[config.mk]
export PLATFORM = sky130hd
export DESIGN_NAME = wb_arbiter_flat
export DESIGN_NICKNAME = d
export VERILOG_FILES = /design/src/rtl/wb_pkg.sv /design/src/rtl/wb_arbiter_if.sv /design/src/rtl/wb_fifo.sv /design/src/rtl/wb_arbiter.sv /design/src/flat_wrapper.sv
export SDC_FILE = /design/constraint.sdc
export NUM_CORES = 1
export LEC_CHECK = 0
export BUFFER_PORTS_ARGS = -buffer_cell sky130_fd_sc_hd__buf_2
export CAP_MARGIN = 20
export CORE_ASPECT_RATIO = 1.4
export CORE_MARGIN = 4
export CORE_UTILIZATION = 52
export DETAILED_ROUTE_END_ITERATION = 12
export HOLD_SLACK_MARGIN = 0.08
export PLACE_DENSITY = 0.81
export SYNTH_ARGS = -nofsm -noshare
export SYNTH_HDL_FRONTEND = slang
export SYNTH_SLANG_ARGS = --single-unit
[constraint.sdc]
create_clock -name clk -period 11.9 [get_ports clk]
set_clock_uncertainty 0.1 [all_clocks]
set_input_delay 2.38 -clock clk [delete_from_list [all_inputs] [get_ports clk]]
set_output_delay 2.38 -clock clk [all_outputs]
set_load 0.05 [all_outputs]
[src/rtl/wb_pkg.sv]
// rtl/wb_pkg.sv - shared types and constants for the register-file write-back arbiter
// Contents: XZR (hard-wired zero register index), wb_entry_t (queued load result),
// arb_state_t (arbiter FSM state).
package wb_pkg;

  localparam logic [4:0] XZR = 5'd31;

  typedef struct packed {
    logic        valid;
    logic [4:0]  wa;
    logic [63:0] wd;
  } wb_entry_t;

  typedef enum logic {
    NORMAL = 1'b0,
    DRAIN  = 1'b1
  } arb_state_t;

endpackage

[src/rtl/wb_arbiter_if.sv]
// rtl/wb_arbiter_if.sv - producer/register-file/decode signal bundle for wb_arbiter
// Signals: ALU handshake (alu_valid/alu_ready/alu_wa/alu_wd), load handshake
// (ld_valid/ld_ready/ld_wa/ld_wd), write port (we3/wa3/wd3), decode lookup
// (ra1/ra2 -> pend1/pend2), FIFO occupancy (count).
// Optional macro WB_FWD_EN adds fwd1/fwd2 (youngest queued load data per read address).
// Modports: slave = arbiter side, master = producer/consumer side.
interface wb_arbiter_if #(
  parameter int DEPTH = 4
);
  localparam int CW = $clog2(DEPTH + 1);

  logic          alu_valid;
  logic          alu_ready;
  logic [4:0]    alu_wa;
  logic [63:0]   alu_wd;
  logic          ld_valid;
  logic          ld_ready;
  logic [4:0]    ld_wa;
  logic [63:0]   ld_wd;
  logic          we3;
  logic [4:0]    wa3;
  logic [63:0]   wd3;
  logic [4:0]    ra1;
  logic [4:0]    ra2;
  logic          pend1;
  logic          pend2;
  logic [CW-1:0] count;
`ifdef WB_FWD_EN
  logic [63:0]   fwd1;
  logic [63:0]   fwd2;
`endif

  modport slave (
    input  alu_valid, alu_wa, alu_wd, ld_valid, ld_wa, ld_wd, ra1, ra2,
    output alu_ready, ld_ready, we3, wa3, wd3, pend1, pend2, count
`ifdef WB_FWD_EN
    , output fwd1, fwd2
`endif
  );

  modport master (
    output alu_valid, alu_wa, alu_wd, ld_valid, ld_wa, ld_wd, ra1, ra2,
    input  alu_ready, ld_ready, we3, wa3, wd3, pend1, pend2, count
`ifdef WB_FWD_EN
    , input fwd1, fwd2
`endif
  );

endinterface

[src/rtl/wb_fifo.sv]
// rtl/wb_fifo.sv - load-result circular buffer with kill-by-address and read-address match
// Ports: clk/reset; push_i/push_wa_i/push_wd_i enqueue; pop_i dequeue head_o;
// kill_i/kill_wa_i invalidate queued entries to a register; ra1_i/ra2_i -> pend1_o/pend2_o;
// count_o occupancy. Macro WB_FWD_EN adds fwd1_o/fwd2_o (youngest matching data).
module wb_fifo
  import wb_pkg::*;
#(
  parameter int DEPTH = 4,
  localparam int PW = $clog2(DEPTH),
  localparam int CW = $clog2(DEPTH + 1)
) (
  input  logic          clk,
  input  logic          reset,
  input  logic          push_i,
  input  logic [4:0]    push_wa_i,
  input  logic [63:0]   push_wd_i,
  input  logic          pop_i,
  input  logic          kill_i,
  input  logic [4:0]    kill_wa_i,
  input  logic [4:0]    ra1_i,
  input  logic [4:0]    ra2_i,
  output wb_entry_t     head_o,
  output logic [CW-1:0] count_o,
  output logic          pend1_o,
`ifdef WB_FWD_EN
  output logic [63:0]   fwd1_o,
  output logic [63:0]   fwd2_o,
`endif
  output logic          pend2_o
);

  wb_entry_t     mem_q [DEPTH];
  logic [PW-1:0] wr_q;
  logic [PW-1:0] rd_q;
  logic [CW-1:0] count_q;

  // valid is cleared on pop, so a set valid bit always means an occupied slot;
  // the match logic below can then ignore the pointers entirely.
  always_ff @(posedge clk or posedge reset) begin
    if (reset) begin
      wr_q    <= '0;
      rd_q    <= '0;
      count_q <= '0;
      for (int i = 0; i < DEPTH; i++) mem_q[i] <= '0;
    end else begin
      for (int i = 0; i < DEPTH; i++) begin
        if (kill_i && mem_q[i].wa == kill_wa_i) mem_q[i].valid <= 1'b0;
      end
      if (pop_i) begin
        mem_q[rd_q].valid <= 1'b0;
        rd_q              <= rd_q + PW'(1);
      end
      // The push slot is never occupied (no push when full), so it may override the above.
      if (push_i) begin
        mem_q[wr_q] <= '{valid: 1'b1, wa: push_wa_i, wd: push_wd_i};
        wr_q        <= wr_q + PW'(1);
      end
      count_q <= count_q + CW'(push_i) - CW'(pop_i);
    end
  end

  assign head_o  = mem_q[rd_q];
  assign count_o = count_q;

  always_comb begin
    pend1_o = 1'b0;
    pend2_o = 1'b0;
    for (int i = 0; i < DEPTH; i++) begin
      if (mem_q[i].valid && mem_q[i].wa == ra1_i && ra1_i != XZR) pend1_o = 1'b1;
      if (mem_q[i].valid && mem_q[i].wa == ra2_i && ra2_i != XZR) pend2_o = 1'b1;
    end
  end

`ifdef WB_FWD_EN
  logic [PW-1:0] age_idx;

  // Walk oldest to youngest so the last match wins.
  always_comb begin
    fwd1_o  = '0;
    fwd2_o  = '0;
    age_idx = rd_q;
    for (int i = 0; i < DEPTH; i++) begin
      age_idx = rd_q + PW'(i);
      if (mem_q[age_idx].valid && mem_q[age_idx].wa == ra1_i && ra1_i != XZR)
        fwd1_o = mem_q[age_idx].wd;
      if (mem_q[age_idx].valid && mem_q[age_idx].wa == ra2_i && ra2_i != XZR)
        fwd2_o = mem_q[age_idx].wd;
    end
  end
`endif

endmodule

[src/rtl/wb_arbiter.sv]
// rtl/wb_arbiter.sv - merges ALU and queued load results onto the register-file write port
// Ports: clk, reset (async, active-high), wb (wb_arbiter_if.slave: ALU/load handshakes,
// we3/wa3/wd3 write port, ra1/ra2 -> pend1/pend2, count).
// Parameters: DEPTH (load FIFO entries, power of two >= 2), STARVE_LIMIT (ALU wins
// against a waiting load before one forced drain cycle).
// Macro WB_FWD_EN adds fwd1/fwd2 forwarding outputs.
module wb_arbiter
  import wb_pkg::*;
#(
  parameter int DEPTH        = 4,
  parameter int STARVE_LIMIT = 3
) (
  input logic           clk,
  input logic           reset,
  wb_arbiter_if.slave   wb
);

  localparam int CW = $clog2(DEPTH + 1);
  localparam int SW = $clog2(STARVE_LIMIT + 1);

  arb_state_t    state_q, state_d;
  logic [SW-1:0] starve_q, starve_d;
  logic          we3_q, we3_d;
  logic [4:0]    wa3_q, wa3_d;
  logic [63:0]   wd3_q, wd3_d;

  wb_entry_t     head;
  logic [CW-1:0] count;
  logic          fifo_empty;
  logic          alu_take;
  logic          pop;
  logic          push;
  logic          kill;

  assign fifo_empty = (count == '0);
  assign alu_take   = wb.alu_valid && (state_q == NORMAL);
  assign pop        = !fifo_empty && ((state_q == DRAIN) || !wb.alu_valid);
  // XZR loads are acknowledged but dropped here.
  assign push       = wb.ld_valid && wb.ld_ready && (wb.ld_wa != XZR);
  // An accepted ALU result is younger than any queued load to the same register.
  assign kill       = alu_take && (wb.alu_wa != XZR);

  assign wb.alu_ready = (state_q == NORMAL);
  assign wb.ld_ready  = (count < CW'(DEPTH));
  assign wb.count     = count;
  assign wb.we3       = we3_q;
  assign wb.wa3       = wa3_q;
  assign wb.wd3       = wd3_q;

  wb_fifo #(.DEPTH(DEPTH)) u_fifo (
    .clk       (clk),
    .reset     (reset),
    .push_i    (push),
    .push_wa_i (wb.ld_wa),
    .push_wd_i (wb.ld_wd),
    .pop_i     (pop),
    .kill_i    (kill),
    .kill_wa_i (wb.alu_wa),
    .ra1_i     (wb.ra1),
    .ra2_i     (wb.ra2),
    .head_o    (head),
    .count_o   (count),
    .pend1_o   (wb.pend1),
`ifdef WB_FWD_EN
    .fwd1_o    (wb.fwd1),
    .fwd2_o    (wb.fwd2),
`endif
    .pend2_o   (wb.pend2)
  );

  always_comb begin
    we3_d    = 1'b0;
    wa3_d    = wa3_q;
    wd3_d    = wd3_q;
    starve_d = starve_q;
    state_d  = state_q;

    // wa3/wd3 only move on a real write; XZR and killed entries leave them alone.
    if (alu_take) begin
      if (wb.alu_wa != XZR) begin
        we3_d = 1'b1;
        wa3_d = wb.alu_wa;
        wd3_d = wb.alu_wd;
      end
    end else if (pop && head.valid) begin
      we3_d = 1'b1;
      wa3_d = head.wa;
      wd3_d = head.wd;
    end

    if (state_q == DRAIN) begin
      starve_d = '0;
      state_d  = NORMAL;
    end else if (pop) begin
      starve_d = '0;
    end else if (alu_take && !fifo_empty) begin
      starve_d = starve_q + SW'(1);
      if (starve_d == SW'(STARVE_LIMIT)) state_d = DRAIN;
    end
  end

  always_ff @(posedge clk or posedge reset) begin
    if (reset) begin
      state_q  <= NORMAL;
      starve_q <= '0;
      we3_q    <= 1'b0;
      wa3_q    <= XZR;
      wd3_q    <= '0;
    end else begin
      state_q  <= state_d;
      starve_q <= starve_d;
      we3_q    <= we3_d;
      wa3_q    <= wa3_d;
      wd3_q    <= wd3_d;
    end
  end

endmodule
[src/flat_wrapper.sv]
// flat-port wrapper written by rule: the top's interface ports become plain ports
module wb_arbiter_flat import wb_pkg::*;
#(
  parameter int DEPTH        = 4,
  parameter int STARVE_LIMIT = 3
)
  (clk, reset, wb_alu_valid, wb_alu_wa, wb_alu_wd, wb_ld_valid, wb_ld_wa, wb_ld_wd, wb_ra1, wb_ra2, wb_alu_ready, wb_ld_ready, wb_we3, wb_wa3, wb_wd3, wb_pend1, wb_pend2, wb_count);
  wb_arbiter_if #(.DEPTH(DEPTH)) wb_i ();
  input logic clk;
  input logic reset;
  input wire logic [$bits(wb_i.alu_valid)-1:0] wb_alu_valid;
  input wire logic [$bits(wb_i.alu_wa)-1:0] wb_alu_wa;
  input wire logic [$bits(wb_i.alu_wd)-1:0] wb_alu_wd;
  input wire logic [$bits(wb_i.ld_valid)-1:0] wb_ld_valid;
  input wire logic [$bits(wb_i.ld_wa)-1:0] wb_ld_wa;
  input wire logic [$bits(wb_i.ld_wd)-1:0] wb_ld_wd;
  input wire logic [$bits(wb_i.ra1)-1:0] wb_ra1;
  input wire logic [$bits(wb_i.ra2)-1:0] wb_ra2;
  output wire logic [$bits(wb_i.alu_ready)-1:0] wb_alu_ready;
  output wire logic [$bits(wb_i.ld_ready)-1:0] wb_ld_ready;
  output wire logic [$bits(wb_i.we3)-1:0] wb_we3;
  output wire logic [$bits(wb_i.wa3)-1:0] wb_wa3;
  output wire logic [$bits(wb_i.wd3)-1:0] wb_wd3;
  output wire logic [$bits(wb_i.pend1)-1:0] wb_pend1;
  output wire logic [$bits(wb_i.pend2)-1:0] wb_pend2;
  output wire logic [$bits(wb_i.count)-1:0] wb_count;
  assign wb_i.alu_valid = wb_alu_valid;
  assign wb_i.alu_wa = wb_alu_wa;
  assign wb_i.alu_wd = wb_alu_wd;
  assign wb_i.ld_valid = wb_ld_valid;
  assign wb_i.ld_wa = wb_ld_wa;
  assign wb_i.ld_wd = wb_ld_wd;
  assign wb_i.ra1 = wb_ra1;
  assign wb_i.ra2 = wb_ra2;
  assign wb_alu_ready = wb_i.alu_ready;
  assign wb_ld_ready = wb_i.ld_ready;
  assign wb_we3 = wb_i.we3;
  assign wb_wa3 = wb_i.wa3;
  assign wb_wd3 = wb_i.wd3;
  assign wb_pend1 = wb_i.pend1;
  assign wb_pend2 = wb_i.pend2;
  assign wb_count = wb_i.count;
  wb_arbiter #(.DEPTH(DEPTH), .STARVE_LIMIT(STARVE_LIMIT)) u_core (.clk(clk), .reset(reset), .wb(wb_i));
endmodule
# Word level (Yosys, flattened, before mapping)

Index checks and enable logic that the tools add are counted.

$add $sub $neg: 5
Magnitude comparators: 5
Equal/unequal tests: 18
Muxes and demuxes: 39
Bitwise logic cells: 3
Reduce and logical (&&, ||, !) cells: 36

Operators with widths:

| kind                                                                  | number |
|---|---|
| 280-bit bitwise mux                                                   | 2 |
| 280-bit two-way mux                                                   | 2 |
| 70-bit demux with 2-bit select                                        | 2 |
| 70-bit two-way mux                                                    | 4 |
| 64-bit two-way mux                                                    | 3 |
| 70-bit binary-select mux with 2-bit select                            | 1 |
| 5-bit equality test                                                   | 12 |
| 1-bit logical AND                                                     | 29 |
| 5-bit != test (second input constant)                                 | 4 |
| 1-bit two-way mux                                                     | 19 |
| 5-bit two-way mux                                                     | 3 |
| 2-bit by 1-bit adder with 2-bit output (second input constant)        | 3 |
| 3-bit >= comparator (second input constant)                           | 2 |
| 3-bit by 1-bit < comparator with 1-bit output (second input constant) | 2 |
| 2-bit two-way mux                                                     | 3 |
| 2-bit inverter with 3-bit output                                      | 2 |
| 3-bit by 1-bit adder with 3-bit output                                | 1 |
| 3-bit logical NOT                                                     | 1 |
| 3-bit < comparator (second input constant)                            | 1 |
| 3-bit nonzero test                                                    | 1 |
| 3-bit by 1-bit subtractor with 3-bit output                           | 1 |
| 2-bit equality test (second input constant)                           | 1 |
| 1-bit logical NOT                                                     | 2 |
| 2-bit != test (second input constant)                                 | 1 |
| other kinds (4)                                                       | 4 |

Register bits after elaboration: 360
Bits of input ports: 152
Logic and storage cells: 126

# Longest topological paths before layout

Depth in word-level cells: 9
Depth in mapped cells: 12
Gate-level depth less buffers: 11

# By module

Synthesis repeated with hierarchy kept, for this count alone.

Cell total of the unflattened synthesis: 1,194
Area total of the unflattened synthesis: 17,289.1 um2

Modules (own cells, without submodules):

| module     | times used | cells each | area each (um2) | sequential area each (um2) |
|---|---|---|---|---|
| wb_fifo    | 1          | 824        | 13,205.2        | 7,181.9 |
| wb_arbiter | 1          | 370        | 4,083.9         | 1,833.0 |

# Worst setup path before layout

OpenSTA, ideal clock, no wires.

Path kind: input-to-output
Start point: in wb_ra1[3]
End point: out wb_pend1
Arrival: 4.044 ns
Setup slack: 5.376 ns
Cell stages on the path: 6
Buffers on the path: 1
Path through: clkbuf_1 -> xor2_1 -> nor4_1 -> nand3_1 -> and4_1 -> a31oi_1

Word-level cells in the longest chain between the ends: 7

RTL lines:

| element                         | RTL line           | source |
|---|---|---|
| from (decl)                     | flat_wrapper.sv:17 | `input wire logic [$bits(wb_i.ra1)-1:0] wb_ra1;` |
| 5-bit equality test             | wb_fifo.sv:69      | `if (mem_q[i].valid && mem_q[i].wa == ra1_i && ra1_i != XZR) pend1_o = 1'b1;` |
| 1-bit logical AND (2 in series) | wb_fifo.sv:69      |  |
| 1-bit two-way mux (3 in series) | wb_fifo.sv:69      |  |
| 1-bit two-way mux *             | wb_fifo.sv:69      |  |
| to (decl)                       | flat_wrapper.sv:24 | `output wire logic [$bits(wb_i.pend1)-1:0] wb_pend1;` |

Mark *: on every way between the ends. The rest lies on a longest branch, timed or not.

# Worst setup path after layout

Start point: in wb_ra2[3]
End point: out wb_pend2

Word-level cells in the longest chain between the ends: 7

RTL lines:

| element                         | RTL line           | source |
|---|---|---|
| from (decl)                     | flat_wrapper.sv:18 | `input wire logic [$bits(wb_i.ra2)-1:0] wb_ra2;` |
| 5-bit equality test             | wb_fifo.sv:70      | `if (mem_q[i].valid && mem_q[i].wa == ra2_i && ra2_i != XZR) pend2_o = 1'b1;` |
| 1-bit logical AND (2 in series) | wb_fifo.sv:70      |  |
| 1-bit two-way mux (3 in series) | wb_fifo.sv:70      |  |
| 1-bit two-way mux *             | wb_fifo.sv:70      |  |
| to (decl)                       | flat_wrapper.sv:25 | `output wire logic [$bits(wb_i.pend2)-1:0] wb_pend2;` |

Marks and branches as above.

==> impl_metrics.ini <==
[power]
leakage_nw = 8.76
total_power_mw = 5.68
powerDensity_nw_per_um2 = 297
vdd_drop_max_mv = 0.178

[finish]
final_cells = 1768
fill_cells = 2443
final_cell_mix = dfrtp_1, mux2_2, buf_2, nand2_1, mux4_2
area_growth_pct = 15.6
drive_above_1_share_pct = 48.5
seqCellArea_sq_um = 9020
fin_area_sq_um = 19100
final_common_cell = dfrtp_1
post-route-util_pct = 60.7
fin_nets = 1508
multi_input_area_sq_um = 7140

[logic_synthesis]
synth_compound_area_share_pct = 2.79
ys_seq_elements = 360
synthTopCellsByArea = dfrtp_1, mux2_2, mux4_2
synth_top_cell_area_share_pct = 53.7
yosysWarnings = 0
synth-simple-area-share_pct = 3.24
syn_nets = 1312
muxShareOfSynthArea_pct = 32.5
seq_area_frac_synth_pct = 54.5
synth_top_family_by_area = multiplexers
synth_area_sq_um = 16600
ys_types = 33
yosys.area.top_type = dfrtp_1
synth_xor_area_share_pct = 3.39
synth_fa_ha_area_share_pct = 0.952
postSynthCellCount = 1148
synth_area_per_cell_sq_um = 14.4

[setup_path]
path_class = in2out
end_kind = output pin
r2r_cells = 4
rr_endpoint = u_core.wb.wd3[10]
crit_path_end = wb_pend2
rrSetupSlack_ps = 8870
critPathArrivalTime_ps = 3730
critPathRequiredTime_ps = 9420
worstSetupStartpointType = input pin
cp_max_fo = 5
crit_path_start = wb_ra2[3]
crit-reg2reg-launch = u_core.u_fifo.rd_q[0]

[timing]
fin_ws_ps = 5690
rsz0062_at_grt = no
hold_slack_ps = 373
layout_min_cycle_time_ps = 6210
tightest_slew_ps = 1160
fmax_mhz = 161
setup-violations-final = 0
period_share_pct = 52.1
finalSetupTns_ps = 0
slew_headroom_pct = 22.7
hold_violations = 0
slew_violations = 0

[route]
drc = 0
drtAntennaViolNets = 0
routed_via_density = 5.70
dr.pass1.iters = 4
drtIter0Drc = 503
drt_wl_total_um = 35700
wl_per_cell_um = 20.2
dr_total_vias = 10100

[global_routing]
grt_start_max_net_pins = 181
grt_antenna_before_repair = 4
grt_pass1_vias = 11100
grt_use_total_pct = 20.7
grt_first_pass_wirelength_um = 58300
grt_overflow = 0

[placement]
placed_cells = 1700
dp_slack_ps = 5710
dpl-instance-area_sq_um = 17900
portBuffers = 228
hpwlAfterDp_um = 22600
place_congestion = 0.857

[floorplanning]
design.die.area_sq_um = 34800
initial_core_util_pct = 52.5
die_w_um = 159
rows = 77
io_pins = 229
core_sq_um = 31500
die_h_um = 219

[cts]
post_cts_buffers = 0
cts_buffers = 36
path_clk_slew_ps = 60
htree_levels = 2
cts_num_sinks = 360
ctsResizeCount = 0
cts_buffer_depth = 3
clock_latency_ps = 510
cts_tree = built
postCtsHoldBufs = 0
root_buffer = clkbuf_16

[worst_hold_path]
hold_class = reg2reg

[status]
outcome = finished, final reports clean

[run]
max_cap_violations = 0
Yosys cell counts (all sizes together):
library cell,n
dfrtp,355
mux2,276
nand2,83
o21ai,71
mux4,70
mux2i,69
buf,52
xor2,41
clkbuf,31
xnor2,23
inv,13
ha,11
nand3,10
nor4,8
and3,5
dfstp,5
a21oi,4
nand4,4
a31oi,3
nor3b,3
o311ai,3
and4,2
nor2,2
nor3,2
fa,1
nand2b,1
how the worst min path moves through the flow:
stage / start / to / slack [ps] / cells after the start
after global placement: u_core.wb.wd3[63] / u_core.wb.wd3[63] / 360 / 2
final: u_core.wb.wd3[54] / u_core.wb.wd3[54] / 370 / 2
after CTS: u_core.wb.wd3[54] / u_core.wb.wd3[54] / 380 / 2
after detailed placement: u_core.wb.wd3[54] / u_core.wb.wd3[54] / 360 / 2
after floorplan: u_core.state_q / u_core.starve_q[1] / 340 / 1
after global routing: u_core.wb.wa3[0] / u_core.wb.wa3[0] / 390 / 2
kinds of logic (layout without fill, tap and decap cells):
logic type | Yosys count | after routing
DFF | 360 | 360
other | 0 | 5
muxes | 415 | 415
buffers and inverters | 96 | 316
xor gates and xnor gates | 64 | 64
AOI/OAI and AO/OA | 81 | 81
and+or+nand+nor | 120 | 120
adders and majority gates | 12 | 12
state kept, by name, indices dropped and copies added (netlist names):
signal                 flops
u_core.state_q             1
u_core.u_fifo.rd_q         2
u_core.wb.wd3             64
u_core.wb.wa3              5
u_core.wb.we3              1
u_core.u_fifo.mem_q      280
u_core.starve_q            2
u_core.u_fifo.count_o      3
u_core.u_fifo.wr_q         2
per-layer routing:
layer  wire length (um)  part of all wire, %  global-route usage, %
met4               1430                  4.0                   8.94
met3               1370                  3.8                   3.57
met1              14200                   40                   25.5
met5                  0                    0                      0
met2              18600                   52                   36.5
area by class of cell:
| cell class | count | area share (%) |
|---|---|---|
| inverters | 13 | 0.275 |
| diodes | 5 | 0.0654 |
| multi-input cells | 692 | 37.3 |
| clock buffers | 57 | 5.70 |
| flip-flops and latches | 360 | 47.1 |
| well taps | 395 | 2.58 |
| clock inverters | 5 | 0.294 |
| repair buffers | 241 | 6.64 |
worst max-delay path, cell delays in order:
cell and delay [ps]:
buf_2 150, xor2_1 150, nor4_1 340, nand3_1 110, and4_1 200, a31oi_1 120, buf_2 280
power by group:
part	total [mW]	switching, mW	internal, mW
Sequential	2.29	0.443	1.85
Combinational	2.29	1.18	1.12
Clock	1.10	0.451	0.649
(Power assumes the default switching activity.)
